===== src/rtl/sine_dds_pwm.sv =====
// sine_dds_pwm: multi-channel sine PWM generator driven by a DDS phase
// accumulator. One shared quarter-wave ROM and one multiplier are walked
// across the channels by a small FSM once per PWM period; results land in
// shadow registers and are loaded into the active duty registers at the next
// period boundary, so duty never changes mid-period.
//
// Ports:
//   clk, reset        system clock, asynchronous active-high reset
//   enable            run/stop; low forces pwm_out to 0 and parks the counters
//   sync              phase restart request, applied at the next boundary
//   freq_word         phase increment added once per PWM period
//   amplitude         output scale, all ones is near full scale
//   phase_offset      per-channel offset, channel n at [n*PHASE_WIDTH +: PHASE_WIDTH]
//   pwm_out           one PWM output per channel
//   period_start      one-clk pulse on the first clk of each PWM period
//   wave_start        one-clk pulse when the accumulator wraps or is restarted
//
// Configuration macro: SINE_DDS_DITHER_EN adds a 16-bit LFSR whose LSB is
// added to each shadow value (saturating, amplitude 0 stays 0).

module sine_dds_pwm_lane #(
    parameter int RESOLUTION = 8
) (
    input  logic                  clk,
    input  logic                  rst,
    input  logic                  enable,
    input  logic                  load,
    input  logic [RESOLUTION-1:0] shadow,
    input  logic [RESOLUTION-1:0] pwm_cnt,
    output logic                  pwm
);
    logic [RESOLUTION-1:0] duty_q;
    logic                  pwm_q;

    always_ff @(posedge clk or posedge rst) begin
        if (rst) begin
            duty_q <= '0;
            pwm_q  <= 1'b0;
        end else begin
            if (load) duty_q <= shadow;
            pwm_q <= enable && (pwm_cnt < duty_q);
        end
    end

    // Gate with enable so a stop takes effect without waiting for the flop.
    assign pwm = pwm_q & enable;
endmodule

module sine_dds_pwm #(
    parameter int CHANNELS    = 2,
    parameter int PHASE_WIDTH = 24,
    parameter int RESOLUTION  = 8,
    parameter int LUT_BITS    = 8,
    parameter int PRESCALE    = 1
) (
    input  logic                            clk,
    input  logic                            reset,
    input  logic                            enable,
    input  logic                            sync,
    input  logic [PHASE_WIDTH-1:0]          freq_word,
    input  logic [RESOLUTION-1:0]           amplitude,
    input  logic [CHANNELS*PHASE_WIDTH-1:0] phase_offset,
    output logic [CHANNELS-1:0]             pwm_out,
    output logic                            period_start,
    output logic                            wave_start
);
    localparam int R     = RESOLUTION;
    localparam int PW    = PHASE_WIDTH;
    localparam int QW    = LUT_BITS - 2;
    localparam int QSIZE = 1 << QW;
    localparam int DIVW  = (PRESCALE > 1) ? $clog2(PRESCALE) : 1;
    localparam int CHW   = (CHANNELS > 1) ? $clog2(CHANNELS) : 1;
    localparam logic [R-1:0] HALF = {1'b1, {(R-1){1'b0}}};

    // The calculation pass must fit inside one PWM period.
    if (PRESCALE < 1 || LUT_BITS < 3 || LUT_BITS > PHASE_WIDTH ||
        PRESCALE * (2 ** R) < 2 * CHANNELS + 2) begin : g_bad_cfg
        $error("sine_dds_pwm: need PRESCALE>=1, 3<=LUT_BITS<=PHASE_WIDTH, PRESCALE*2^RESOLUTION >= 2*CHANNELS+2");
    end

    // Quarter-wave ROM, sampled at bin centres so the mirrored half meets
    // the direct half without a duplicated endpoint.
    function automatic logic [R-1:0] q_entry(int k);
        real a;
        a = real'((1 << (R - 1)) - 1) *
            $sin(3.14159265358979323846 / 2.0 * (real'(k) + 0.5) / real'(QSIZE));
        return R'($rtoi(a + 0.5));
    endfunction

    logic [R-1:0] lut [QSIZE];
    for (genvar k = 0; k < QSIZE; k++) begin : g_lut
        localparam logic [R-1:0] QV = q_entry(k);
        assign lut[k] = QV;
    end

    // ---- tick divider, PWM counter, phase accumulator ----
    logic [DIVW-1:0] div_q;
    logic [R-1:0]    pwm_cnt;
    logic [PW-1:0]   phase_q;
    logic [PW:0]     phase_sum;
    logic            sync_pend, restart, tick, boundary;

    assign tick      = enable && (div_q == DIVW'(PRESCALE - 1));
    assign boundary  = tick && (&pwm_cnt);
    assign phase_sum = {1'b0, phase_q} + {1'b0, freq_word};
    assign restart   = sync_pend | sync;

    always_ff @(posedge clk or posedge reset) begin
        if (reset) begin
            div_q        <= '0;
            pwm_cnt      <= '0;
            phase_q      <= '0;
            sync_pend    <= 1'b0;
            period_start <= 1'b0;
            wave_start   <= 1'b0;
        end else begin
            period_start <= boundary;
            wave_start   <= boundary & (phase_sum[PW] | restart);
            if (!enable) begin
                div_q   <= '0;
                pwm_cnt <= '0;
            end else if (tick) begin
                div_q   <= '0;
                pwm_cnt <= pwm_cnt + R'(1);
            end else begin
                div_q   <= div_q + DIVW'(1);
            end
            if (boundary) begin
                phase_q   <= restart ? '0 : phase_sum[PW-1:0];
                sync_pend <= 1'b0;
            end else if (sync) begin
                sync_pend <= 1'b1;
            end
        end
    end

    // ---- calculation FSM: one ADDR + one MUL cycle per channel ----
    typedef enum logic [1:0] {S_IDLE = 2'd0, S_ADDR = 2'd1, S_MUL = 2'd2} state_t;
    state_t          state_q, state_d;
    logic [CHW-1:0]  ch_q, ch_d;

    always_comb begin
        state_d = state_q;
        ch_d    = ch_q;
        case (state_q)
            S_IDLE: if (boundary) begin
                state_d = S_ADDR;
                ch_d    = '0;
            end
            S_ADDR: state_d = S_MUL;
            S_MUL: begin
                if (ch_q == CHW'(CHANNELS - 1)) begin
                    state_d = S_IDLE;
                end else begin
                    state_d = S_ADDR;
                    ch_d    = ch_q + CHW'(1);
                end
            end
            default: state_d = S_IDLE;
        endcase
    end

    logic [PW-1:0]       p_sum;
    logic [LUT_BITS-1:0] p_top;
    logic [1:0]          quad_q;
    logic [QW-1:0]       idx_q;
    logic [R-1:0]        s_val, scaled, shadow_val;
    logic [2*R-1:0]      prod;
    logic [CHANNELS-1:0][R-1:0] shadow_q;

    assign p_sum  = phase_q + phase_offset[ch_q*PW +: PW];
    assign p_top  = LUT_BITS'(p_sum >> (PW - LUT_BITS));
    // Upper half of the wave sits above mid-scale, lower half below it.
    assign s_val  = quad_q[1] ? HALF - lut[idx_q] : HALF + lut[idx_q];
    assign prod   = {{R{1'b0}}, s_val} * {{R{1'b0}}, amplitude};
    assign scaled = R'(prod >> R);

`ifdef SINE_DDS_DITHER_EN
    logic [15:0] lfsr_q;
    always_ff @(posedge clk or posedge reset) begin
        if (reset)         lfsr_q <= 16'h0001;
        else if (boundary) lfsr_q <= {lfsr_q[14:0], lfsr_q[15] ^ lfsr_q[13] ^ lfsr_q[12] ^ lfsr_q[10]};
    end
    assign shadow_val = (amplitude == '0) ? '0 :
                        (&scaled)         ? scaled : scaled + R'(lfsr_q[0]);
`else
    assign shadow_val = scaled;
`endif

    always_ff @(posedge clk or posedge reset) begin
        if (reset) begin
            state_q  <= S_IDLE;
            ch_q     <= '0;
            quad_q   <= '0;
            idx_q    <= '0;
            shadow_q <= '0;
        end else begin
            state_q <= state_d;
            ch_q    <= ch_d;
            if (state_q == S_ADDR) begin
                quad_q <= p_top[LUT_BITS-1 -: 2];
                // Odd quadrants run the table backwards.
                idx_q  <= p_top[LUT_BITS-2] ? ~p_top[QW-1:0] : p_top[QW-1:0];
            end
            if (state_q == S_MUL) shadow_q[ch_q] <= shadow_val;
        end
    end

    for (genvar n = 0; n < CHANNELS; n++) begin : g_lane
        sine_dds_pwm_lane #(.RESOLUTION(R)) u_lane (
            .clk     (clk),
            .rst     (reset),
            .enable  (enable),
            .load    (boundary),
            .shadow  (shadow_q[n]),
            .pwm_cnt (pwm_cnt),
            .pwm     (pwm_out[n])
        );
    end
endmodule


===== config.mk =====
export PLATFORM = sky130hd
export DESIGN_NAME = sine_dds_pwm
export DESIGN_NICKNAME = d
export VERILOG_FILES = /design/src/rtl/sine_dds_pwm.sv
export SDC_FILE = /design/constraint.sdc
export NUM_CORES = 1
export LEC_CHECK = 0
export ABC_AREA = 1
export CORE_MARGIN = 2
export CORE_UTILIZATION = 30
export DETAILED_ROUTE_END_ITERATION = 10
export SYNTH_ARGS = -nofsm -noshare
export SYNTH_HDL_FRONTEND = slang
export SYNTH_SLANG_ARGS = --single-unit

===== constraint.sdc =====
create_clock -name clk -period 6.83 [get_ports clk]
set_input_delay 0.683 -clock clk [delete_from_list [all_inputs] [get_ports clk]]
set_output_delay 0.683 -clock clk [all_outputs]
set_load 0.1 [all_outputs]

Word-level counts from Yosys, hierarchy flattened
Memories as Yosys holds them, arrays and structs flattened.
Cells that the tools add are included.
{"block": "word_totals", "word_cells": 74, "romBits": 512, "output_inout_bits": 4, "inputBits": 84, "n_memories": 1, "register_bits": 81}
{"name": "(name not given)", "depth": 64, "width": 8, "rd": 1, "rd_clocked_by_memory_dff": 0, "wr": 0, "line": "174", "rtl": "assign s_val = quad_q[1] ? HALF - lut[idx_q] : HALF + lut[idx_q];"}
{"block": "op_classes", "multipliers": 2, "n_reduce_logical": 10, "add_sub_neg": 7, "n_bitwise": 8, "eq_ne": 4, "magnitude_cmp": 5, "shifts": 1, "muxes": 20}
{"op": "$mux 8", "n": 6}
{"op": "$shiftx 48x7->24", "n": 1}
{"op": "$add 24x24->25", "n": 1}
{"op": "$add 24x24->24", "n": 1}
{"op": "$mux 24", "n": 1}
{"op": "$bwmux 16", "n": 1}
{"op": "$lt 8x8->1", "n": 2}
{"op": "$mul 8x8->16", "n": 1}
{"op": "$add 8x1->8 const B", "n": 1}
{"op": "$add 8x8->8 const A", "n": 1}
{"op": "$demux 8 s1", "n": 1}
{"op": "$reduce_and 8->1", "n": 1}
{"op": "$sub 8x8->8 const A", "n": 1}
{"op": "$ge 7x7->1 const B", "n": 1}
{"op": "$mux 1", "n": 7}
{"op": "$not 6->7", "n": 1}
{"op": "$mux 6", "n": 1}
{"op": "$not 6->6", "n": 1}
{"op": "$pmux 2 s3", "n": 1}
{"op": "$logic_and 1x1->1", "n": 5}
{"op": "$reduce_bool 2->1", "n": 2}
{"op": "$and 1x1->1", "n": 3}
{"op": "$mul 1x2->3 const B", "n": 1}
{"op": "$add 1x1->1 const B", "n": 2}
{"op": "12 further kinds", "n": 13}

Logic depth before layout (Yosys ltp)
Gate-level depths: netlist of the first run.
{"block": "depth", "word_depth": 8, "depth_mapped": 34, "ltp_nobuf": 34}

Hierarchy
Synthesis of the first run repeated with hierarchy kept, for this count alone.
{"block": "hier_totals", "hier_cells": 1317, "area_unflattened_um2": 8896.0}
{"module": "sine_dds_pwm", "seq_area_each_um2": 1551.5, "cells_each": 1195, "area_per_inst_um2": 7872.6, "n_inst": 1}
{"module": "sine_dds_pwm_lane", "seq_area_each_um2": 225.2, "cells_each": 61, "area_per_inst_um2": 511.7, "n_inst": 2}

Worst setup path after synthesis of the first run
OpenSTA, ideal clock, no wires.
{"block": "synth_timing", "path_kind": "register to register", "from": "register idx_q[1]", "to": "register shadow_q[14] (netlist bit)", "period_less_slack_ns": 5.717, "t_arrival_ns": 5.599, "required_time_ns": 6.712, "setup_slack_ns": 1.113, "n_path_buf": 0, "path_stages_with_launch": 31, "setup_ns": 0.118, "cell_sequence": "dfrtp_1 -> inv_1 -> ha_1 -> inv_1 -> nand2_2 -> nand3_1 -> nand2_1 -> nand2_1 -> nand2_1 -> nand2_1 -> ha_1 -> nand3_4 -> nor2_4 -> nor2_1 -> xor2_2 -> nor2_1 -> fa_1 -> inv_1 -> fa_1 -> inv_1 -> fa_1 -> inv_1 -> fa_1 -> inv_1 -> ha_1 -> a21oi_1 -> o21ai_0 -> a221oi_1 -> nand3_1 -> nand3_1 -> nand2_1"}
{"block": "synth_via", "elab_chain_cells": 8, "elab_cells_between_ends": 9, "cone_classes": "add/sub (2); mul (1); mux (4); bitwise (1); memory (1)"}
{"item": "from (decl)", "line": "166", "rtl": "logic [QW-1:0] idx_q;"}
{"item": "from (signal assigned)", "line": "203", "rtl": "idx_q <= p_top[LUT_BITS-2] ? ~p_top[QW-1:0] : p_top[QW-1:0];"}
{"item": "$not 6->7 (not written as such) *", "line": "174"}
{"item": "$mem_v2 64x8 *"}
{"item": "$mux 8 (not written as such) * (2 in series)", "line": "174"}
{"item": "$add 8x8->8 or $sub 8x8->8 (tied branches)", "line": "174"}
{"item": "$mux 8 *", "line": "174"}
{"item": "$mul 8x8->16 *", "line": "175", "rtl": "assign prod = {{R{1'b0}}, s_val} * {{R{1'b0}}, amplitude};"}
{"item": "$bwmux 16 *", "line": "205", "rtl": "if (state_q == S_MUL) shadow_q[ch_q] <= shadow_val;"}
{"item": "to (signal, indexed assignment)", "line": "205"}
{"item": "to (decl)", "line": "169", "rtl": "logic [CHANNELS-1:0][R-1:0] shadow_q;"}
Mark *: on every way between the ends. The rest lies on a longest branch, timed or not. The select of a mux whose other input is x is not followed.
A chain may end at the register's enable or synchronous reset.

Worst setup path in the final report of the first run
{"block": "layout_timing", "from": "register idx_q[1]", "to": "register shadow_q[6] (netlist bit)"}
The elaborated chain is that of the path after synthesis.

==> impl_metrics.env, run 1 <==
export IMPL_layout_filler_cells=3211
export IMPL_peak_supply_drop_v=0.000225
export IMPL_route_final_wire_length_um=23800
export IMPL_worstPathRequired_ns=7.06
export IMPL_dieHeight_um=177
export IMPL_final_min_clock_period_ns=6.27
export IMPL_cp_arrival_ns=6.50
export IMPL_timing_critical_path_fanout_max=8
export IMPL_finalSetupTns_ns=0
export IMPL_syn_inst=1268
export IMPL_drt_vias_per_instance=4.75
export IMPL_ant_nets=0
export IMPL_layout_cells_most_common_list="sky130_fd_sc_hd__nand2_1 (355), sky130_fd_sc_hd__inv_1 (162), sky130_fd_sc_hd__nor2_1 (123), sky130_fd_sc_hd__ha_1 (105), sky130_fd_sc_hd__clkdlybuf4s50_1 (87)"
export IMPL_dr_total_vias=8294
export IMPL_hold_path_class="reg2reg"
export IMPL_antenna_diode_count=0
export IMPL_maxSlewViolCount=0
export IMPL_floorplan_die_width_um=177
export IMPL_core_region_area_um2=29500
export IMPL_insertion_delay_ns=0.34
export IMPL_clk_transition_reported_paths_ns=0.07
export IMPL_fin_total_pwr_uw=2850
export IMPL_post_route_drc_count=0
export IMPL_post_route_cells_drive_above_1_share=0.0693
export IMPL_result_of_the_run="finished, final reports clean"
export IMPL_num_nets_final=1577
export IMPL_final_hold_violation_count=0
export IMPL_io_buffer_count=87
export IMPL_final_core_util=0.357
export IMPL_post_synth_instance_area_um2=8940
export IMPL_p_leak_uw=0.00529
export IMPL_via_count_of_the_first_global_routing_pass=8051
export IMPL_flow_area_growth_from_synthesis_pct=17.7
export IMPL_fp_row_count=63
export IMPL_synth_largest_area_cell="sky130_fd_sc_hd__dfrtp_1"
export IMPL_cts_num_sinks=80
export IMPL_num_io_pins=88
export IMPL_finalSetupViolations=0
export IMPL_drt_first_pass_iters=5
export IMPL_ctsHoldBuffers=0
export IMPL_max_cap_violations=0
export IMPL_sequential_cell_area_um2=2000
export IMPL_ys_warn_count=0
export IMPL_critical_path_class="reg2reg"
export IMPL_clock_tree_htree_level_count=3
export IMPL_synth_top_cells_by_area="sky130_fd_sc_hd__dfrtp_1 (22%), sky130_fd_sc_hd__nand2_1 (15%), sky130_fd_sc_hd__ha_1 (15%), sky130_fd_sc_hd__fa_1 (8.1%), sky130_fd_sc_hd__inv_1 (6.9%)"
export IMPL_routedWlPerCell_um=13.6
export IMPL_rsz0062_at_grt="no"
export IMPL_finalWeightedCongestion=0.898
export IMPL_hold_slack_ns=0.485
export IMPL_grt_pass1_wl_um=40300
export IMPL_tritoncts="built"
export IMPL_synth_net_count=1493
export IMPL_post_synth_top_area_fraction=0.224
export IMPL_post_dp_hpwl_um=19300
export IMPL_final_common_cell="sky130_fd_sc_hd__nand2_1"
export IMPL_ys_seq_elements=80
export IMPL_timing_final_ws_setup_ns=0.564
export IMPL_preCtsSetupSlack_ns=0.319
export IMPL_worstSetupStartpointType="register"
export IMPL_drt_iter0_markers=457
export IMPL_max_slew_worst_pin_slew_ns=1.08
export IMPL_yosysSeqAreaShare=0.224
export IMPL_headroom_to_the_max_slew_limit=0.278
export IMPL_pwr_density_cell_nw_per_um2=271
export IMPL_synth_distinct_cells=63
export IMPL_worst_path_max_delay_cell="sky130_fd_sc_hd__fa_1"
export IMPL_max_stage_delay_ns=0.56
export IMPL_synthesis_area_per_instance_um2=7.05
export IMPL_grt_use_total=0.159
export IMPL_number_of_buffers_inserted_during_clock_tree_synthesis=9
export IMPL_initial_antenna_violation_count=0
export IMPL_fin_skew_ns=0.0107
export IMPL_die_area_um2=31200
export IMPL_gr_total_overflow=0
export IMPL_cts_root_buf="sky130_fd_sc_hd__clkbuf_16"
export IMPL_initial_util=0.303
export IMPL_grt_start_max_net_pins=65
export IMPL_worstSetupEndpointType="register"
export IMPL_clock_fmax_mhz=160
export IMPL_portion_of_the_clock_cycle_consumed_by_the_worst_path_in_the_final_layout=0.917
export IMPL_clock_tree_buffer_depth=2
export IMPL_multiInputGateArea_um2=6150
layout make-up:
class	instances	area share
inverter	177	0.0639
timing repair buffer	93	0.0871
clock inverter	6	0.00488
tap	390	0.0464
sequential	80	0.190
multi-input combinational	991	0.585
clock buffer	10	0.0227
sequential cells by signal (all words and copies together), names as in the netlist:
name / flops
wave_start: 1
ch_q: 1
sync_pend: 1
state_q: 2
pwm_cnt: 8
g_lane.u_lane.pwm_q: 2
div_q: 1
g_lane.u_lane.duty_q: 16
idx_q: 6
period_start: 1
shadow_q: 16
phase_q: 24
quad_q: 1
final timing paths:
kind | startpoint | endpoint | slack, ns | cells past startpoint
setup / recovery | idx_q[1] | shadow_q[6] | 0.56 | 27
hold / removal | shadow_q[5] | shadow_q[5] | 0.49 | 2
setup reg to reg | idx_q[1] | shadow_q[6] | 0.56 | 27
hold reg to reg | shadow_q[5] | shadow_q[5] | 0.49 | 2
max in group asynchronous | reset | idx_q[2] | 5.05 | 3
min in group asynchronous | reset | phase_q[6] | 0.62 | 2
report_power, final:
group / internal [uW] / leakage (uW) / switching (uW) / total, uW
sequential: 509 / 0.000962 / 38.5 / 547
clock: 261 / 0.000140 / 209 / 471
combinational: 673 / 0.00419 / 1160 / 1830
total: 1440 / 0.00529 / 1400 / 2850
kinds of logic (layout without fill, tap and decap cells):
family / count (synthesis) / after routing / synth area share
compound gates: 209 / 209 / 0.138
xor+xnor: 13 / 13 / 0.0178
fa+ha+maj: 141 / 141 / 0.228
buf+inv: 197 / 286 / 0.0890
flops: 80 / 80 / 0.224
other cells: 1 / 1 / 0.000420
simple gates: 627 / 627 / 0.303
through the flow:
step / area [um^2] / cells
6_report: 10500 / 1747
4_1_cts: 10500 / 1743
3_3_place_gp: 10200 / 1727
5_1_grt: 10500 / 1747
2_1_floorplan: 8940 / 1268
3_5_place_dp: 10200 / 1727
layer usage:
metal,wire length [um],global-route usage
met1,11800,0.221
met4,294,0.0358
met3,735,0.0149
met5,0,0
met2,11000,0.268
synthesized netlist by cell type (all sizes together):
master  count
a211oi      3
a21boi      4
a21o        6
a21oi      76
a221oi      1
a22o        1
a22oi       1
a311oi      1
a31oi       7
a32o        2
a32oi       1
and2        1
buf         9
clkbuf     11
clkinv      2
conb        1
dfrtp      80
fa         36
ha        105
inv       175
nand2     372
nand3      76
nand3b      1
nand4      13
nor2      136
nor3       17
nor3b       1
nor4        1
o211a       1
o211ai      5
o21a        1
o21ai      88
o21bai      5
o221ai      1
o22ai       2
o31ai       3
or2         9
xnor2       4
xor2        9
what timing repair did:
item | 4_1_cts | 5_1_grt
setup endpoints to repair | 0 | 6
buffers inserted | 0 | 4
gates resized for setup | 0 | 3
critical path: cells and delay by family (launching register included):
kind / cells / cell delay, ns
AO/OA/AOI/OAI: 3 / 0.76
XOR/XNOR: 1 / 0.18
adder cells (fa/ha/maj): 7 / 3.01
buffers and inverters: 5 / 0.43
flip-flops: 1 / 0.50
AND/OR/NAND/NOR: 11 / 1.29
No activity file was read; power rests on OpenSTA's default activity.
==> run 2, diff against run 1 <==
PLACE_DENSITY_LB_ADDON = 0.15   (was unset)
SLEW_MARGIN = 20   (was unset)
==> run 2 against run 1 <==
Effect of this change: fmax shrank 0.35%; sequential share of layout area is essentially flat; flip-flop and latch count is the same; highest routed layer unchanged; sequential power is essentially flat; via count shrank 1.7%.
==> impl_metrics.env, run 2 (synthesis gave the netlist of run 1 again) <==
export IMPL_drt_iter0_markers=446
export IMPL_insertion_delay_ns=0.36
export IMPL_result_of_the_run="finished, final reports clean"
export IMPL_worst_path_max_delay_cell="sky130_fd_sc_hd__dfrtp_1"
export IMPL_timing_hold_worst_start="shadow_q[2]"
export IMPL_max_stage_delay_ns=0.60
export IMPL_die_area_um2=31200
export IMPL_finalSetupViolations=0
export IMPL_largest_registers="phase_q (24), g_lane.u_lane.duty_q (16), shadow_q (16)"
export IMPL_timing_rr_end="shadow_q[14]"
export IMPL_cp_arrival_ns=6.54
export IMPL_antenna_diode_count=0
export IMPL_reg2reg_slack_ns=0.54
export IMPL_clock_tree_htree_level_count=3
export IMPL_io_buffer_count=87
export IMPL_route_final_wire_length_um=24800
export IMPL_rsz0062_at_grt="no"
export IMPL_clock_fmax_mhz=159
export IMPL_grt_use_total=0.168
export IMPL_tritoncts="built"
export IMPL_drt_vias_per_instance=4.67
export IMPL_final_min_clock_period_ns=6.29
export IMPL_registers_top_by_ff_count="phase_q"
export IMPL_ctsHoldBuffers=0
export IMPL_num_io_pins=88
export IMPL_fin_skew_ns=0.0126
export IMPL_post_route_drc_count=0
export IMPL_r2r_worst_path_cells=26
export IMPL_core_region_area_um2=29500
export IMPL_grt_pass1_wl_um=41800
export IMPL_worstSetupEndpointType="register"
export IMPL_post_dp_hpwl_um=20200
export IMPL_drt_first_pass_iters=4
export IMPL_hold_path_cell_cnt=2
export IMPL_flow_area_growth_from_synthesis_pct=17.8
export IMPL_hold_path_class="reg2reg"
export IMPL_post_route_cells_drive_above_1_share=0.0671
export IMPL_critical_path_class="reg2reg"
export IMPL_floorplan_die_width_um=177
export IMPL_via_count_of_the_first_global_routing_pass=8197
export IMPL_worst_path_dominant_cell_family="adder cells"
export IMPL_portion_of_the_clock_cycle_consumed_by_the_worst_path_in_the_final_layout=0.921
export IMPL_finalSetupTns_ns=0
export IMPL_pwr_density_cell_nw_per_um2=276
export IMPL_gr_total_overflow=0
export IMPL_timing_critical_path_fanout_max=12
export IMPL_max_slew_worst_pin_slew_ns=0.977
export IMPL_final_common_cell="sky130_fd_sc_hd__nand2_1"
export IMPL_largest_reg_flops=24
export IMPL_post_cts_buffers=0
export IMPL_worstPathRequired_ns=7.08
export IMPL_maxSlewViolCount=0
export IMPL_clock_tree_buffer_depth=2
export IMPL_final_cell_area_um2=10500
export IMPL_ant_nets=0
export IMPL_worstHoldEndpoint="shadow_q[2]"
export IMPL_grt_start_max_net_pins=67
export IMPL_routedWlPerCell_um=14.2
export IMPL_timing_rr_start="idx_q[2]"
export IMPL_clk_transition_reported_paths_ns=0.07
export IMPL_max_cap_violations=0
export IMPL_finalWeightedCongestion=0.850
export IMPL_worstSetupStartpointType="register"
export IMPL_layout_cells_most_common_list="sky130_fd_sc_hd__nand2_1 (355), sky130_fd_sc_hd__inv_1 (163), sky130_fd_sc_hd__nor2_1 (123), sky130_fd_sc_hd__ha_1 (105), sky130_fd_sc_hd__clkdlybuf4s50_1 (87)"
export IMPL_dieHeight_um=177
export IMPL_ctsResizeCount=0
export IMPL_final_hold_violation_count=0
export IMPL_fp_row_count=63
export IMPL_cts_root_buf="sky130_fd_sc_hd__clkbuf_16"
export IMPL_placement_cell_area_um2=10200
export IMPL_critical_path_most_common_cell="sky130_fd_sc_hd__inv_1"
export IMPL_final_core_util=0.357
export IMPL_num_nets_final=1576
export IMPL_cts_num_sinks=80
export IMPL_critical_path_buf_inv_count=5
export IMPL_p_leak_uw=0.00530
export IMPL_initial_util=0.303
export IMPL_dr_total_vias=8157
export IMPL_headroom_to_the_max_slew_limit=0.347
export IMPL_number_of_buffers_inserted_during_clock_tree_synthesis=9
export IMPL_worstSetupPathDepth=26
export IMPL_peak_supply_drop_v=0.000177
export IMPL_initial_antenna_violation_count=0
[run 2: cell types whose count changed in the layout (fill, tap and decap cells not counted)]
cell and change:
sky130_fd_sc_hd__inv_6 -1, sky130_fd_sc_hd__buf_4 -1, sky130_fd_sc_hd__inv_1 +1, sky130_fd_sc_hd__clkinv_4 -2, sky130_fd_sc_hd__bufinv_16 +1, sky130_fd_sc_hd__inv_8 +2, sky130_fd_sc_hd__dfrtp_2 -1, sky130_fd_sc_hd__clkbuf_8 -1
sky130_fd_sc_hd__dfrtp_1 +1
[run 2: final cells by class]
| cell class | count | area [um^2] |
|---|---|---|
| Clock inverter | 7 | 85.1 |
| Clock buffer | 9 | 225 |
| Multi-Input combinational cell | 991 | 6150 |
| Fill cell | 3240 | 19000 |
| Timing Repair Buffer | 92 | 908 |
| Tap cell | 390 | 488 |
| Sequential cell | 80 | 2000 |
| Inverter | 177 | 668 |
[run 2: through the flow]
stage / setup WS (ns) / instances / power (uW) / hold slack [ns]
global placement: 0.588 / 1730 / 2410 / 0.469
CTS: 0.459 / 1746 / 2940 / 0.490
floorplan: 1.11 / 1268 / 1940 / 0.436
detailed placement: 0.518 / 1730 / 2390 / 0.470
global route: 0.0665 / 1746 / 3270 / 0.521
finish: 0.542 / 1746 / 2900 / 0.482
[run 2: report_power, final]
part           internal [uW]  switching [uW]  total (uW)
Clock                    292             236         528
Combinational            668            1160        1830
Sequential               508            37.4         546
[run 2: worst max path at each step]
stage | from | to | slack [ns]
final | idx_q[2] | shadow_q[14] | 0.54
after global routing | idx_q[1] | shadow_q[14] | 0.07
after CTS | idx_q[1] | shadow_q[14] | 0.46
after detailed placement | idx_q[1] | shadow_q[6] | 0.52
after global placement | idx_q[2] | shadow_q[14] | 0.59
after floorplan | idx_q[1] | shadow_q[14] | 1.11
[run 2: metal layers]
metal	wire length, um	global-route usage	up-vias
met5	0	0	-
met4	447	0.0434	0
met3	608	0.0207	27
met2	11000	0.274	120
met1	12700	0.234	3740
li1	-	-	4270
[run 2: tightest hold or removal path, stage by stage (launching register included)]
cell and delay (ns):
sky130_fd_sc_hd__dfrtp_1 0.34, sky130_fd_sc_hd__nand2_1 0.05, sky130_fd_sc_hd__nand2_1 0.06
